File: src/rtl/ctrl_pkg.sv
// ---------------------------------------------------------------------------
// ctrl_pkg
// Shared definitions for the multicycle control unit: the state encoding
// (also driven out on State_o), the opcodes the decoder recognises and the
// ALUOp codes handed to the ALU control.
// ---------------------------------------------------------------------------
package ctrl_pkg;

  typedef enum logic [3:0] {
    S_IDLE   = 4'd0,
    S_FETCH  = 4'd1,
    S_DECODE = 4'd2,
    S_ADDR   = 4'd3,
    S_MEM_RD = 4'd4,
    S_MEM_WB = 4'd5,
    S_MEM_WR = 4'd6,
    S_EXEC_R = 4'd7,
    S_R_WB   = 4'd8,
    S_EXEC_I = 4'd9,
    S_I_WB   = 4'd10,
    S_BRANCH = 4'd11,
    S_JUMP   = 4'd12,
    S_FAULT  = 4'd13
  } state_t;

  localparam logic [5:0] OP_RTYPE = 6'b000000;
  localparam logic [5:0] OP_ORI   = 6'b001101;
  localparam logic [5:0] OP_ADDI  = 6'b001000;
  localparam logic [5:0] OP_LW    = 6'b100011;
  localparam logic [5:0] OP_SW    = 6'b101011;
  localparam logic [5:0] OP_BEQ   = 6'b000100;
  localparam logic [5:0] OP_J     = 6'b000010;

  localparam logic [1:0] ALU_OR    = 2'b00;
  localparam logic [1:0] ALU_ADD   = 2'b01;
  localparam logic [1:0] ALU_SUB   = 2'b10;
  localparam logic [1:0] ALU_FUNCT = 2'b11;

endpackage

File: src/rtl/mem_wait_timer.sv
// ---------------------------------------------------------------------------
// mem_wait_timer
// Counts cycles spent waiting for memory in one memory state and flags the
// last allowed waiting cycle so the controller can abandon the access.
//   clk     in  clock
//   rst_n   in  synchronous active-low reset
//   clear   in  restart the count (asserted on every state change)
//   enable  in  a waiting cycle: in a memory state with no ready this cycle
//   expire  out this waiting cycle is the MEM_TIMEOUT-th one
// MEM_TIMEOUT = 0 disables expiry entirely.
// ---------------------------------------------------------------------------
module mem_wait_timer #(
  parameter int MEM_TIMEOUT = 15
) (
  input  logic clk,
  input  logic rst_n,
  input  logic clear,
  input  logic enable,
  output logic expire
);

  localparam int CW = (MEM_TIMEOUT > 0) ? $clog2(MEM_TIMEOUT + 1) : 1;
  localparam logic [CW-1:0] LAST = CW'((MEM_TIMEOUT > 0) ? MEM_TIMEOUT - 1 : 0);

  logic [CW-1:0] count;

  // Clear wins over enable so the count starts at zero in the state entered.
  always_ff @(posedge clk) begin
    if (!rst_n) begin
      count <= '0;
    end else if (clear) begin
      count <= '0;
    end else if (enable) begin
      count <= count + 1'b1;
    end
  end

  // count holds the waiting cycles already spent, so the current one is the
  // MEM_TIMEOUT-th when count has reached MEM_TIMEOUT-1.
  assign expire = (MEM_TIMEOUT > 0) && enable && (count == LAST);

endmodule

File: src/rtl/multicycle_control.sv
// ---------------------------------------------------------------------------
// multicycle_control
// Main control FSM of a multicycle MIPS-style datapath with memory handshake
// and bus timeout.
//   clk_i, rst_i (sync, active-low), start_i, Op_i[5:0], mem_ready_i  in
//   datapath strobes PCWrite_o .. ALUOp_o, Done_o (instruction retired),
//   Illegal_o / BusErr_o (one-cycle fault reasons), State_o[3:0]       out
// ---------------------------------------------------------------------------
module multicycle_control
  import ctrl_pkg::*;
#(
  parameter int EN_ADDI     = 1,
  parameter int MEM_TIMEOUT = 15,
  parameter int ALUOP_W     = 2
) (
  input  logic               clk_i,
  input  logic               rst_i,
  input  logic               start_i,
  input  logic [5:0]         Op_i,
  input  logic               mem_ready_i,
  output logic               PCWrite_o,
  output logic               PCWriteCond_o,
  output logic [1:0]         PCSource_o,
  output logic               IorD_o,
  output logic               IRWrite_o,
  output logic               MemRead_o,
  output logic               MemWrite_o,
  output logic               MemtoReg_o,
  output logic               RegDst_o,
  output logic               RegWrite_o,
  output logic               ALUSrcA_o,
  output logic [1:0]         ALUSrcB_o,
  output logic               ExtOp_o,
  output logic [ALUOP_W-1:0] ALUOp_o,
  output logic               Done_o,
  output logic               Illegal_o,
  output logic               BusErr_o,
  output logic [3:0]         State_o
);

  state_t     state;
  state_t     state_next;
  logic       bus_err_q;
  logic       bus_err_next;
  logic [1:0] alu_code;
  logic       waiting;
  logic       expire;
  logic       timer_clear;
  logic       timer_enable;

  // A FAULT entered by timeout reports BusErr, any other FAULT is Illegal;
  // the flag is loaded on the edge into FAULT and drops on the way out.
  always_ff @(posedge clk_i) begin
    if (!rst_i) begin
      state     <= S_IDLE;
      bus_err_q <= 1'b0;
    end else begin
      state     <= state_next;
      bus_err_q <= bus_err_next;
    end
  end

  assign waiting      = (state == S_FETCH) || (state == S_MEM_RD) || (state == S_MEM_WR);
  assign timer_clear  = (state_next != state);
  assign timer_enable = waiting && !mem_ready_i;

  mem_wait_timer #(
    .MEM_TIMEOUT(MEM_TIMEOUT)
  ) u_timer (
    .clk   (clk_i),
    .rst_n (rst_i),
    .clear (timer_clear),
    .enable(timer_enable),
    .expire(expire)
  );

  // Next state and strobes. mem_ready_i is checked before expire so a ready
  // arriving on the last allowed cycle still completes the access.
  always_comb begin
    state_next    = state;
    bus_err_next  = 1'b0;
    alu_code      = ALU_OR;
    PCWrite_o     = 1'b0;
    PCWriteCond_o = 1'b0;
    PCSource_o    = 2'b00;
    IorD_o        = 1'b0;
    IRWrite_o     = 1'b0;
    MemRead_o     = 1'b0;
    MemWrite_o    = 1'b0;
    MemtoReg_o    = 1'b0;
    RegDst_o      = 1'b0;
    RegWrite_o    = 1'b0;
    ALUSrcA_o     = 1'b0;
    ALUSrcB_o     = 2'b00;
    ExtOp_o       = 1'b0;
    Done_o        = 1'b0;
    Illegal_o     = 1'b0;
    BusErr_o      = 1'b0;
    case (state)
      S_IDLE: begin
        if (start_i) state_next = S_FETCH;
      end
      S_FETCH: begin
        MemRead_o = 1'b1;
        ALUSrcB_o = 2'b01;
        alu_code  = ALU_ADD;
        if (mem_ready_i) begin
          IRWrite_o  = 1'b1;
          PCWrite_o  = 1'b1;
          state_next = S_DECODE;
        end else if (expire) begin
          state_next   = S_FAULT;
          bus_err_next = 1'b1;
        end
      end
      S_DECODE: begin
        ALUSrcB_o = 2'b11;
        ExtOp_o   = 1'b1;
        alu_code  = ALU_ADD;
        case (Op_i)
          OP_RTYPE:     state_next = S_EXEC_R;
          OP_ORI:       state_next = S_EXEC_I;
          OP_ADDI:      state_next = (EN_ADDI != 0) ? S_EXEC_I : S_FAULT;
          OP_LW, OP_SW: state_next = S_ADDR;
          OP_BEQ:       state_next = S_BRANCH;
          OP_J:         state_next = S_JUMP;
          default:      state_next = S_FAULT;
        endcase
      end
      S_ADDR: begin
        ALUSrcA_o = 1'b1;
        ALUSrcB_o = 2'b10;
        ExtOp_o   = 1'b1;
        alu_code  = ALU_ADD;
        if (Op_i == OP_LW)      state_next = S_MEM_RD;
        else if (Op_i == OP_SW) state_next = S_MEM_WR;
        else                    state_next = S_FAULT;
      end
      S_MEM_RD: begin
        MemRead_o = 1'b1;
        IorD_o    = 1'b1;
        if (mem_ready_i) begin
          state_next = S_MEM_WB;
        end else if (expire) begin
          state_next   = S_FAULT;
          bus_err_next = 1'b1;
        end
      end
      S_MEM_WB: begin
        RegWrite_o = 1'b1;
        MemtoReg_o = 1'b1;
        Done_o     = 1'b1;
        state_next = S_FETCH;
      end
      S_MEM_WR: begin
        MemWrite_o = 1'b1;
        IorD_o     = 1'b1;
        if (mem_ready_i) begin
          Done_o     = 1'b1;
          state_next = S_FETCH;
        end else if (expire) begin
          state_next   = S_FAULT;
          bus_err_next = 1'b1;
        end
      end
      S_EXEC_R: begin
        ALUSrcA_o  = 1'b1;
        alu_code   = ALU_FUNCT;
        state_next = S_R_WB;
      end
      S_R_WB: begin
        RegWrite_o = 1'b1;
        RegDst_o   = 1'b1;
        Done_o     = 1'b1;
        state_next = S_FETCH;
      end
      S_EXEC_I: begin
        ALUSrcA_o = 1'b1;
        ALUSrcB_o = 2'b10;
        if ((EN_ADDI != 0) && (Op_i == OP_ADDI)) begin
          ExtOp_o  = 1'b1;
          alu_code = ALU_ADD;
        end
        state_next = S_I_WB;
      end
      S_I_WB: begin
        RegWrite_o = 1'b1;
        Done_o     = 1'b1;
        state_next = S_FETCH;
      end
      S_BRANCH: begin
        ALUSrcA_o     = 1'b1;
        alu_code      = ALU_SUB;
        PCWriteCond_o = 1'b1;
        PCSource_o    = 2'b01;
        Done_o        = 1'b1;
        state_next    = S_FETCH;
      end
      S_JUMP: begin
        PCWrite_o  = 1'b1;
        PCSource_o = 2'b10;
        Done_o     = 1'b1;
        state_next = S_FETCH;
      end
      S_FAULT: begin
        Illegal_o  = !bus_err_q;
        BusErr_o   = bus_err_q;
        state_next = S_IDLE;
      end
      default: state_next = S_IDLE;
    endcase
  end

  assign ALUOp_o = ALUOP_W'(alu_code);
  assign State_o = state;

endmodule

File: config.mk
export PLATFORM = sky130hd
export DESIGN_NAME = multicycle_control
export DESIGN_NICKNAME = d
export VERILOG_FILES = /design/src/rtl/ctrl_pkg.sv /design/src/rtl/mem_wait_timer.sv /design/src/rtl/multicycle_control.sv
export SDC_FILE = /design/constraint.sdc
export NUM_CORES = 1
export LEC_CHECK = 0
export ABC_AREA = 1
export BUFFER_PORTS_ARGS = -buffer_cell sky130_fd_sc_hd__buf_4
export CELL_PAD_IN_SITES_DETAIL_PLACEMENT = 1
export CELL_PAD_IN_SITES_GLOBAL_PLACEMENT = 1
export CORE_MARGIN = 2
export CORE_UTILIZATION = 30
export DETAILED_ROUTE_END_ITERATION = 8
export MAX_ROUTING_LAYER = met4
export PLACE_DENSITY = 0.74
export RECOVER_POWER = 100
export SLEW_MARGIN = 10
export SYNTH_ARGS = -nofsm -noshare
export SYNTH_HDL_FRONTEND = slang
export SYNTH_SLANG_ARGS = --single-unit
export TNS_END_PERCENT = 10
File: constraint.sdc
create_clock -name clk_i -period 3.1 [get_ports clk_i]
set_input_delay 0.155 -clock clk_i [delete_from_list [all_inputs] [get_ports clk_i]]
set_output_delay 0.155 -clock clk_i [all_outputs]
set_load 0.03 [all_outputs]
### After elaboration in Yosys (flattened, before gate mapping)

Index checks and enable logic that the tools add are counted.

| storage, ports and cells | value |
|---|---|
| latch bits | 0 |
| memories kept | 0 |
| bits of input ports | 10 |
| bits in read-only memories | 0 |
| logic and storage cells | 78 |
| memory bits (writable) | 0 |
| output and inout port bits | 24 |
| register bits | 9 |

| operators by class | value |
|---|---|
| $add $sub $neg | 1 |
| equality and inequality tests | 21 |
| multipliers | 0 |
| reductions and logical operators | 21 |
| magnitude comparators | 0 |
| div/mod/pow operators | 0 |
| bitwise gates (word level) | 2 |
| muxes and demuxes | 30 |
| shifts and indexed selects | 0 |

Operators with widths:

| kind | number |
|---|---|
| 4-bit case mux with 9 select lines | 1 |
| 4-bit equality test, second input constant | 7 |
| 4-bit two-way mux | 7 |
| 4-bit case mux with 5 select lines | 1 |
| 4-bit by 3-bit equality test with 1-bit output, second input constant | 4 |
| 1-bit two-way mux | 15 |
| 2-bit OR reduction | 7 |
| 6-bit by 4-bit equality test with 1-bit output, second input constant | 2 |
| 6-bit equality test, second input constant | 2 |
| 3-bit OR reduction | 4 |
| 4-bit by 2-bit equality test with 1-bit output, second input constant | 2 |
| 2-bit case mux with 4 select lines | 1 |
| 6-bit by 2-bit equality test with 1-bit output, second input constant | 1 |
| 6-bit by 3-bit equality test with 1-bit output, second input constant | 1 |
| 6-bit logical NOT | 1 |
| 1-bit case mux with 2 select lines | 3 |
| 2-bit case mux with 3 select lines | 1 |
| 5-bit OR reduction | 1 |
| 4-bit by 1-bit adder with 4-bit output, second input constant | 1 |
| 4-bit by 1-bit equality test with 1-bit output, second input constant | 1 |
| 4-bit logical NOT | 1 |
| 4-bit inequality test | 1 |
| 2-bit case mux with 2 select lines | 1 |
| 4-bit OR reduction | 1 |
| 4 further kinds | 8 |

### Logic depth before layout (Yosys ltp)

Gate-level depths: netlist of the first run.

| logic depth | value |
|---|---|
| word-level depth | 10 |
| mapped depth | 14 |

### Hierarchy

Synthesis of the first run repeated with hierarchy kept, for this count alone.

| second synthesis, totals | value |
|---|---|
| cell total of the unflattened synthesis | 170 |
| area, all modules | 908.4 um2 |

Modules (own cells, without submodules):

| module | cells an instance | instances | area an instance (um2) |
|---|---|---|---|
| multicycle_control | 143 | 1 | 711.9 |
| mem_wait_timer | 27 | 1 | 196.4 |

### Worst setup path before layout of the first run

Ideal clock, no wire load.

| timing | value |
|---|---|
| path type | register -> register |
| start point | register state[3], in the netlist State_o[3] |
| end point | register u_timer.count[1] |
| cell stages (with the launch flop) | 12 |
| path slack | 1077 ps |
| arrival time | 1906 ps |
| period minus slack after synthesis | 2023 ps |
| buffers on the path | 0 |
| library setup time | 117 ps |
| cell sequence | dfxtp_1 -> inv_2 -> nor2_2 -> inv_2 -> o21ai_1 -> nor2_1 -> nand3_1 -> nand2_1 -> nand3_1 -> nor2_2 -> nand2_2 -> nor2_1 |

| between the ends | value |
|---|---|
| word-level cells in the longest chain between the ends | 10 |
| elaborated cells on any way between the ends | 26 |
| classes of those cells | 13 x eq/ne; 6 x mux; 7 x reduce/logical |

RTL lines:

| item | line | RTL |
|---|---|---|
| from (decl) | multicycle_control.sv:41 | `state_t state;` |
| from (signal assigned) | multicycle_control.sv:58 | `state <= state_next;` |
| 4-bit by 1-bit equality test with 1-bit output or 4-bit by 3-bit equality test with 1-bit output (tied branches) | multicycle_control.sv:63, multicycle_control.sv:99 |  |
| 1-bit logical OR (2 in a row) | multicycle_control.sv:63 | `assign waiting = (state == S_FETCH) \|\| (state == S_MEM_RD) \|\| (state == S_MEM_WR);` |
| 1-bit logical AND | multicycle_control.sv:65 | `assign timer_enable = waiting && !mem_ready_i;` |
| 1-bit logical AND | mem_wait_timer.sv:40 | `assign expire = (MEM_TIMEOUT > 0) && enable && (count == LAST);` |
| 4-bit two-way mux | multicycle_control.sv:111, multicycle_control.sv:144, multicycle_control.sv:161 |  |
| 4-bit two-way mux (on tied branches) | multicycle_control.sv:158, multicycle_control.sv:107, multicycle_control.sv:142 |  |
| 4-bit case mux with 9 select lines | multicycle_control.sv:99 | `case (state)` |
| 4-bit inequality test | multicycle_control.sv:64 | `assign timer_clear = (state_next != state);` |
| 2-bit OR reduction (no source line) | n/a |  |
| to (signal assigned) | mem_wait_timer.sv:34 | `count <= count + 1'b1;` |
| to (decl) | mem_wait_timer.sv:25 | `logic [CW-1:0] count;` |

Several ways; a longest one is shown, not always the timed one.
A chain may end at the register's enable or synchronous reset.

### Worst setup path in the final report of the first run

| timing | value |
|---|---|
| start point | register state[0], in the netlist State_o[0] |
| end point | output ALUOp_o[0] |

| between the ends | value |
|---|---|
| word-level cells in the longest chain between the ends | 3 |
| elaborated cells on any way between the ends | 8 |
| classes of those cells | 6 x eq/ne; 1 x mux; 1 x reduce/logical |

RTL lines:

| item | line | RTL |
|---|---|---|
| 4-bit by 1-bit equality test with 1-bit output or 4-bit by 2-bit equality test with 1-bit output (tied branches) | multicycle_control.sv:99 |  |
| 3-bit OR reduction (no source line) | n/a |  |
| 2-bit case mux with 4 select lines (*) | multicycle_control.sv:99 |  |
| to (decl) | multicycle_control.sv:34 | `output logic [ALUOP_W-1:0] ALUOp_o,` |

Every way passes the cells marked *; elsewhere a longest branch is shown, timed or not.

==> run_summary.xml, run 1 <==
<?xml version="1.0" encoding="UTF-8"?>
<metrics>
  <group name="synthesis">
    <metric name="synth_nets" unit="">177</metric>
    <metric name="synth.lib_cells_used.distinct" unit="">29</metric>
    <metric name="syn-cell-area" unit="sq um">962</metric>
    <metric name="primary_flip_flop_cell_chosen_by_synthesis_mapping" unit="">sky130_fd_sc_hd__dfxtp_1</metric>
    <metric name="yosysTopAreaCell" unit="">sky130_fd_sc_hd__dfxtp_1</metric>
    <metric name="synth-warning-count" unit="">0</metric>
    <metric name="asyncSetResetFlopFracSynth" unit="%">0</metric>
    <metric name="mean_area_per_synthesized_cell" unit="sq um">5.83</metric>
    <metric name="synth_cells" unit="">165</metric>
    <metric name="synth_largest_type_area_fraction" unit="%">18.7</metric>
    <metric name="synth.yosys.seq_area_share" unit="%">18.7</metric>
    <metric name="yosys_register_bits" unit="">9</metric>
    <metric name="main_area_contributors_after_synthesis" unit="">sky130_fd_sc_hd__dfxtp_1 19%, sky130_fd_sc_hd__nand2_1 16%, sky130_fd_sc_hd__inv_1 9.0%</metric>
    <metric name="synth-edff-count" unit="">0</metric>
  </group>
  <group name="drt">
    <metric name="route.detailed.drc" unit="">0</metric>
    <metric name="vias_per_cell" unit="">4.83</metric>
    <metric name="detail_route.wirelength.met1" unit="mm">1.51</metric>
    <metric name="avgRoutedWirePerCell" unit="um">12.9</metric>
    <metric name="firstDrtPassIters" unit="">4</metric>
    <metric name="drt_iter0_drc" unit="">29</metric>
    <metric name="final_ant_viol_nets" unit="">0</metric>
    <metric name="route.met2.wl" unit="mm">1.51</metric>
    <metric name="vias" unit="">1178</metric>
    <metric name="detailroute.wirelength.met3" unit="um">136</metric>
    <metric name="routed_wirelength" unit="mm">3.16</metric>
    <metric name="topRoutingLayerUsed" unit="">met3</metric>
  </group>
  <group name="timing">
    <metric name="totalNegativeSetupSlack" unit="ps">0</metric>
    <metric name="slew-limit-headroom" unit="%">71.5</metric>
    <metric name="final_max_slew_viol_count" unit="">0</metric>
    <metric name="clock_skew" unit="ps">6.36</metric>
    <metric name="layout_min_cycle_time" unit="ps">2400</metric>
    <metric name="max_freq" unit="MHz">417</metric>
    <metric name="hold_violation_total_from_the_final_report" unit="">0</metric>
    <metric name="grt_setup_unrepaired" unit="">no</metric>
    <metric name="finalCritPeriodShare" unit="%">77.4</metric>
    <metric name="setup_viol_count_final" unit="">0</metric>
    <metric name="worst_slew_pin_slew" unit="ps">426</metric>
  </group>
  <group name="critical_path">
    <metric name="path_depth" unit="">6</metric>
    <metric name="worstPathCellList" unit="">inv_1 -&gt; nor2_1 -&gt; nand2_1 -&gt; or2_2 -&gt; o211ai_1 -&gt; clkbuf_1</metric>
    <metric name="crit_path_end_kind" unit="">output pin</metric>
    <metric name="r2r.worst_path.cells" unit="">13</metric>
    <metric name="timing_worst_setup_path_type" unit="">reg -&gt; out</metric>
    <metric name="critPathLaunchType" unit="">flip-flop</metric>
    <metric name="cp_slowest_stage_delay" unit="ps">530</metric>
    <metric name="cp.buffers_inverters" unit="">2</metric>
    <metric name="critical_path_required" unit="ps">2940</metric>
    <metric name="highest_net_fanout_along_the_worst_path" unit="">10</metric>
    <metric name="timing.critical_path.arrival" unit="ps">2240</metric>
    <metric name="crit_path_max_delay_family" unit="">simple AND/OR/NAND/NOR gates</metric>
    <metric name="cpMaxStageDelayCell" unit="">sky130_fd_sc_hd__dfxtp_1</metric>
  </group>
  <group name="layout">
    <metric name="final_layout_size_suffix_gt1_share" unit="%">18.0</metric>
    <metric name="layout-area-overhead-vs-synth" unit="%">19.8</metric>
    <metric name="layout.core_utilization" unit="%">37.7</metric>
    <metric name="layout.filler_cells" unit="">454</metric>
    <metric name="num-nets-final" unit="">213</metric>
    <metric name="num_antenna_cells" unit="">0</metric>
    <metric name="final_cells" unit="">244</metric>
  </group>
  <group name="place">
    <metric name="dp.cells" unit="">240</metric>
    <metric name="finalWeightedCongestion" unit="">0.885</metric>
    <metric name="dp_hpwl" unit="mm">2.68</metric>
    <metric name="io_buffer_count" unit="">33</metric>
  </group>
  <group name="grt">
    <metric name="wire_length_of_the_first_global_routing_pass" unit="mm">5.18</metric>
    <metric name="grt_antenna_before_repair" unit="">0</metric>
    <metric name="grt_util_all_layers" unit="%">18.9</metric>
    <metric name="grt_start_max_net_pins" unit="">11</metric>
    <metric name="grt_overflow" unit="">0</metric>
    <metric name="first_global_vias" unit="">1162</metric>
  </group>
  <group name="floorplan">
    <metric name="design.portCount" unit="">34</metric>
    <metric name="die_h" unit="um">60.6</metric>
    <metric name="std_cell_rows" unit="">20</metric>
    <metric name="design.die.area" unit="sq um">3680</metric>
    <metric name="die_w" unit="um">60.6</metric>
    <metric name="starting_density" unit="%">31.5</metric>
    <metric name="fp.coreArea" unit="sq um">3050</metric>
  </group>
  <group name="pwr">
    <metric name="swShare" unit="%">57.6</metric>
    <metric name="clock_power_share" unit="%">12.0</metric>
    <metric name="power_report.internal_total" unit="mW">0.307</metric>
    <metric name="p_switching" unit="mW">0.416</metric>
    <metric name="reported_leakage_power" unit="nW">0.648</metric>
    <metric name="power_frac_comb" unit="%">64.8</metric>
    <metric name="seq_power_share" unit="%">23.2</metric>
    <metric name="vdd.ir_drop.worst" unit="V">0.000163</metric>
    <metric name="power" unit="mW">0.723</metric>
    <metric name="pwr_density_cell" unit="nW/um^2">627</metric>
  </group>
  <group name="cts">
    <metric name="cts.repair_timing.setup_buffer_count" unit="">0</metric>
    <metric name="clock_latency_on_the_worst_skew_pair" unit="ps">260</metric>
    <metric name="clk_pin_slew" unit="ps">50</metric>
    <metric name="cts_resized" unit="">0</metric>
    <metric name="cts-htree-levels" unit="">1</metric>
    <metric name="tritoncts" unit="">yes</metric>
    <metric name="root_buffer" unit="">sky130_fd_sc_hd__clkbuf_4</metric>
    <metric name="ctsHoldBuffers" unit="">0</metric>
    <metric name="cts_buffers" unit="">3</metric>
    <metric name="cts_sinks" unit="">9</metric>
    <metric name="cts_max_path_buffers" unit="">2</metric>
  </group>
  <group name="worst_hold_path">
    <metric name="worst_hold_path_type" unit="">in -&gt; reg</metric>
    <metric name="timing.hold.worst_path_depth" unit="">3</metric>
  </group>
  <group name="outcome">
    <metric name="outcome" unit="">finished, final reports clean</metric>
  </group>
  <group name="flow_run">
    <metric name="cap_violations" unit="">0</metric>
  </group>
</metrics>
-- final timing paths --
check	to	slack, ps	from
hold reg to reg	u_timer.count[3]$_SDFFE_PP0P_	600	u_timer.count[3]$_SDFFE_PP0P_
hold / removal	State_o[0]$_SDFF_PN0_	120	rst_i
setup reg to reg	u_timer.count[1]$_SDFFE_PP0P_	710	State_o[0]$_SDFF_PN0_
setup / recovery	ALUOp_o[0]	700	State_o[0]$_SDFF_PN0_
-- state kept, by name, indices dropped and copies added (netlist names) --
| signal | flops |
|---|---|
| bus_err_q | 1 |
| u_timer.count | 4 |
| State_o | 4 |
-- routing by layer --
layer  vias up  global-route usage [%]
met3         0                    3.20
met1       567                    23.8
li1        586                       -
met5         -                       -
met2        25                    32.4
met4         0                    2.80
-- worst min-delay path, stage by stage --
cell	delay (ps)
sky130_fd_sc_hd__buf_4	90
sky130_fd_sc_hd__nand2_1	50
sky130_fd_sc_hd__inv_1	40
-- cell usage after synthesis (3+ instances only) --
library cell               n
sky130_fd_sc_hd__o21ai_1   3
sky130_fd_sc_hd__nand2_1  42
sky130_fd_sc_hd__nor2_1   21
sky130_fd_sc_hd__inv_1    23
sky130_fd_sc_hd__nand2_2   7
sky130_fd_sc_hd__o21ai_0   3
sky130_fd_sc_hd__nor2_2    7
sky130_fd_sc_hd__nand3_1  13
sky130_fd_sc_hd__dfxtp_1   9
sky130_fd_sc_hd__nand4_1   4
sky130_fd_sc_hd__nor2_4    3
sky130_fd_sc_hd__inv_2     6
-- cell families (layout without fill, tap and decap cells) --
logic type	Yosys count	after routing	synth area share, %
buffers and inverters	31	66	12.6
adder cells (fa/ha/maj)	2	2	2.60
AO/OA/AOI/OAI	13	13	8.45
AND/OR/NAND/NOR	107	107	54.9
flip-flops	9	9	18.7
XOR/XNOR	3	3	2.73
-- cell type report --
cell class                 instances  area [sq um]  share of cell area (%)
inverter                          29           109                    9.45
clock buffer                       4          26.3                    2.28
tap                               44          55.1                    4.78
timing repair buffer              33           169                    14.7
multi-input combinational        125           613                    53.2
sequential                         9           180                    15.6
-- per-stage QoR --
stage	instance area [sq um]	worst slack [ps]	hold slack [ps]
2_1_floorplan	962	1080	253
3_3_place_gp	1250	1330	375
3_5_place_dp	1250	1270	377
4_1_cts	1280	1030	111
5_1_grt	1150	499	134
6_report	1150	701	119
-- power by group through the flow --
stage | Clock (mW) | Sequential, mW | Combinational [mW]
floorplan | 0 | 0.173 | 0.373
global placement | 0 | 0.170 | 0.527
detailed placement | 0 | 0.173 | 0.534
CTS | 0.0909 | 0.170 | 0.541
global route | 0.0971 | 0.169 | 0.514
finish | 0.0867 | 0.168 | 0.468
-- cell usage in the layout (no fill, tap or decap) --
master	n
sky130_fd_sc_hd__nor2_2	6
sky130_fd_sc_hd__xnor2_1	2
sky130_fd_sc_hd__nor3_1	1
sky130_fd_sc_hd__o21ai_2	2
sky130_fd_sc_hd__nand2_2	5
sky130_fd_sc_hd__a31oi_1	2
sky130_fd_sc_hd__nor2_4	1
sky130_fd_sc_hd__ha_1	2
sky130_fd_sc_hd__or2_2	1
sky130_fd_sc_hd__o21ai_1	2
sky130_fd_sc_hd__buf_4	12
sky130_fd_sc_hd__dfxtp_1	9
sky130_fd_sc_hd__o21ai_0	4
sky130_fd_sc_hd__a21oi_1	1
sky130_fd_sc_hd__nand4_1	4
sky130_fd_sc_hd__xor2_1	1
sky130_fd_sc_hd__nand2_1	46
sky130_fd_sc_hd__o211ai_1	1
sky130_fd_sc_hd__a21oi_2	1
sky130_fd_sc_hd__nand3_1	15
sky130_fd_sc_hd__clkbuf_4	3
sky130_fd_sc_hd__inv_2	5
sky130_fd_sc_hd__and3_1	2
sky130_fd_sc_hd__nor2_1	24
sky130_fd_sc_hd__clkbuf_1	22
sky130_fd_sc_hd__inv_1	24
sky130_fd_sc_hd__nor4_1	1
sky130_fd_sc_hd__nand3b_1	1
Note: power is estimated with default switching activity, not from simulation.
==> inputs of run 2 (changes only) <==
==> constraint.sdc (replaced) <==
create_clock -name clk_i -period 2.3 [get_ports clk_i]
set_input_delay 0.115 -clock clk_i [delete_from_list [all_inputs] [get_ports clk_i]]
set_output_delay 0.115 -clock clk_i [all_outputs]
set_load 0.03 [all_outputs]
==> run 2 against run 1 <==
Sequential power grew 36%. Hold slack lost 48 ps. Die area is the same. Clock power grew 45%. Critical path type unchanged. Critical endpoint unchanged. Largest cell class unchanged.
==> run_summary.xml, run 2 (synthesis results as in run 1) <==
<?xml version="1.0" encoding="UTF-8"?>
<metrics>
  <group name="cts">
    <metric name="cts_buffers" unit="">3</metric>
    <metric name="ctsHoldBuffers" unit="">0</metric>
    <metric name="root_buffer" unit="">sky130_fd_sc_hd__clkbuf_4</metric>
    <metric name="cts_sinks" unit="">9</metric>
    <metric name="cts_resized" unit="">0</metric>
    <metric name="cts.repair_timing.setup_buffer_count" unit="">0</metric>
    <metric name="tritoncts" unit="">yes</metric>
    <metric name="cts-htree-levels" unit="">1</metric>
    <metric name="clk_pin_slew" unit="ps">70</metric>
    <metric name="clock_latency_on_the_worst_skew_pair" unit="ps">260</metric>
    <metric name="cts_max_path_buffers" unit="">2</metric>
  </group>
  <group name="critical_path">
    <metric name="cp_slowest_stage_delay" unit="ps">530</metric>
    <metric name="crit_path_end_kind" unit="">output pin</metric>
    <metric name="timing.critical_path.arrival" unit="ps">1950</metric>
    <metric name="worstPathCellList" unit="">inv_2 -&gt; nor2_2 -&gt; nand2_1 -&gt; or2_2 -&gt; o211ai_1 -&gt; clkbuf_2</metric>
    <metric name="critical_path_required" unit="ps">2180</metric>
    <metric name="timing_worst_setup_path_type" unit="">reg -&gt; out</metric>
    <metric name="cpMaxStageDelayCell" unit="">sky130_fd_sc_hd__dfxtp_1</metric>
    <metric name="highest_net_fanout_along_the_worst_path" unit="">7</metric>
    <metric name="critPathLaunchType" unit="">flip-flop</metric>
  </group>
  <group name="drt">
    <metric name="drt_iter0_drc" unit="">39</metric>
    <metric name="vias" unit="">1163</metric>
    <metric name="firstDrtPassIters" unit="">4</metric>
    <metric name="avgRoutedWirePerCell" unit="um">13.1</metric>
    <metric name="vias_per_cell" unit="">4.77</metric>
    <metric name="final_ant_viol_nets" unit="">0</metric>
    <metric name="routed_wirelength" unit="mm">3.21</metric>
    <metric name="route.detailed.drc" unit="">0</metric>
  </group>
  <group name="timing">
    <metric name="clock_skew" unit="ps">2.15</metric>
    <metric name="max_freq" unit="MHz">484</metric>
    <metric name="slew-limit-headroom" unit="%">71.8</metric>
    <metric name="totalNegativeSetupSlack" unit="ps">0</metric>
    <metric name="grt_setup_unrepaired" unit="">no</metric>
    <metric name="layout_setup_ws" unit="ps">234</metric>
    <metric name="final_max_slew_viol_count" unit="">0</metric>
    <metric name="setup_viol_count_final" unit="">0</metric>
    <metric name="finalCritPeriodShare" unit="%">89.8</metric>
    <metric name="layout_min_cycle_time" unit="ps">2070</metric>
    <metric name="worst_slew_pin_slew" unit="ps">423</metric>
    <metric name="hold_violation_total_from_the_final_report" unit="">0</metric>
  </group>
  <group name="flow_run">
    <metric name="cap_violations" unit="">0</metric>
  </group>
  <group name="pwr">
    <metric name="power_report.internal_total" unit="mW">0.435</metric>
    <metric name="power_frac_comb" unit="%">65.3</metric>
    <metric name="vdd.ir_drop.worst" unit="V">0.000280</metric>
    <metric name="reported_leakage_power" unit="nW">0.678</metric>
    <metric name="seq_power_share" unit="%">22.4</metric>
    <metric name="clock_power_share" unit="%">12.3</metric>
    <metric name="swShare" unit="%">57.3</metric>
    <metric name="p_switching" unit="mW">0.584</metric>
    <metric name="pwr_density_cell" unit="nW/um^2">859</metric>
  </group>
  <group name="place">
    <metric name="post-place-ws" unit="ps">509</metric>
    <metric name="dp_hpwl" unit="mm">2.74</metric>
    <metric name="finalWeightedCongestion" unit="">0.920</metric>
    <metric name="io_buffer_count" unit="">33</metric>
    <metric name="dp.cells" unit="">240</metric>
  </group>
  <group name="grt">
    <metric name="grt_antenna_before_repair" unit="">0</metric>
    <metric name="grt_overflow" unit="">0</metric>
    <metric name="grt_start_max_net_pins" unit="">11</metric>
    <metric name="first_global_vias" unit="">1123</metric>
    <metric name="wire_length_of_the_first_global_routing_pass" unit="mm">5.18</metric>
    <metric name="grt_util_all_layers" unit="%">18.8</metric>
  </group>
  <group name="layout">
    <metric name="final_cells" unit="">244</metric>
    <metric name="num-nets-final" unit="">213</metric>
    <metric name="final_cell_mix" unit="">43 x sky130_fd_sc_hd__nand2_1, 23 x sky130_fd_sc_hd__inv_1, 22 x sky130_fd_sc_hd__nor2_1</metric>
    <metric name="num_antenna_cells" unit="">0</metric>
    <metric name="final_layout_size_suffix_gt1_share" unit="%">22.5</metric>
    <metric name="layout-area-overhead-vs-synth" unit="%">23.1</metric>
    <metric name="final_common_cell" unit="">sky130_fd_sc_hd__nand2_1</metric>
    <metric name="layout.core_utilization" unit="%">38.8</metric>
  </group>
  <group name="floorplan">
    <metric name="starting_density" unit="%">31.5</metric>
    <metric name="std_cell_rows" unit="">20</metric>
    <metric name="die_h" unit="um">60.6</metric>
    <metric name="fp.coreArea" unit="sq um">3050</metric>
    <metric name="die_w" unit="um">60.6</metric>
    <metric name="design.die.area" unit="sq um">3680</metric>
    <metric name="design.portCount" unit="">34</metric>
  </group>
  <group name="worst_hold_path">
    <metric name="worst_hold_path_type" unit="">in -&gt; reg</metric>
  </group>
  <group name="outcome">
    <metric name="outcome" unit="">finished, final reports clean</metric>
  </group>
</metrics>
==> run 2: cell types whose count changed in the layout (fill, tap and decap cells not counted), sizes merged <==
cell	delta
clkbuf	-1
buf	+1
==> run 2: final timing paths <==
check                                start                       endpoint  slack, ps  depth (start not counted)
max                  State_o[3]$_SDFF_PN0_                     ALUOp_o[0]        230                          6
min                                  rst_i          State_o[0]$_SDFF_PN0_         70                          3
max reg2reg          State_o[0]$_SDFF_PN0_  u_timer.count[0]$_SDFFE_PP0P_        320                         13
min reg2reg  u_timer.count[3]$_SDFFE_PP0P_  u_timer.count[3]$_SDFFE_PP0P_        560                          3
==> run 2: cell type report <==
cell class                      instances  area [sq um]
Multi-Input combinational cell        125           641
Fill cell                             465          1870
Inverter                               29           109
Timing Repair Buffer                   33           174
Tap cell                               44          55.1
Clock buffer                            4          26.3
Sequential cell                         9           180
==> run 2: critical path: cells and delay by family (launching register included) <==
| kind | cells | cell delay [ps] |
|---|---|---|
| flip-flops | 1 | 530 |
| AO/OA/AOI/OAI | 1 | 90 |
| buffers and inverters | 2 | 320 |
| AND/OR/NAND/NOR | 3 | 760 |
==> run 2: power by group through the flow <==
stage / clock [mW] / sequential [mW] / combinational, mW
after floorplan: 0 / 0.234 / 0.502
after global placement: 0 / 0.229 / 0.710
after detailed placement: 0 / 0.231 / 0.727
after CTS: 0.130 / 0.227 / 0.729
after global routing: 0.141 / 0.235 / 0.728
final: 0.126 / 0.228 / 0.665
==> run 2: metal layers <==
| metal | track usage [%] | up-vias | wire (um) |
|---|---|---|---|
| li1 | - | 587 | - |
| met1 | 24.0 | 547 | 1510 |
| met2 | 32.4 | 27 | 1520 |
| met3 | 3.41 | 2 | 160 |
| met4 | 0.932 | 0 | 17 |
| met5 | - | - | 0 |
==> run 2: stage by stage <==
stage,cell area [sq um],power [mW],hold WS (ps)
2_1_floorplan,962,0.736,213
3_3_place_gp,1250,0.939,338
3_5_place_dp,1250,0.958,340
4_1_cts,1280,1.09,70.7
5_1_grt,1180,1.10,79.9
6_report,1180,1.02,71.1
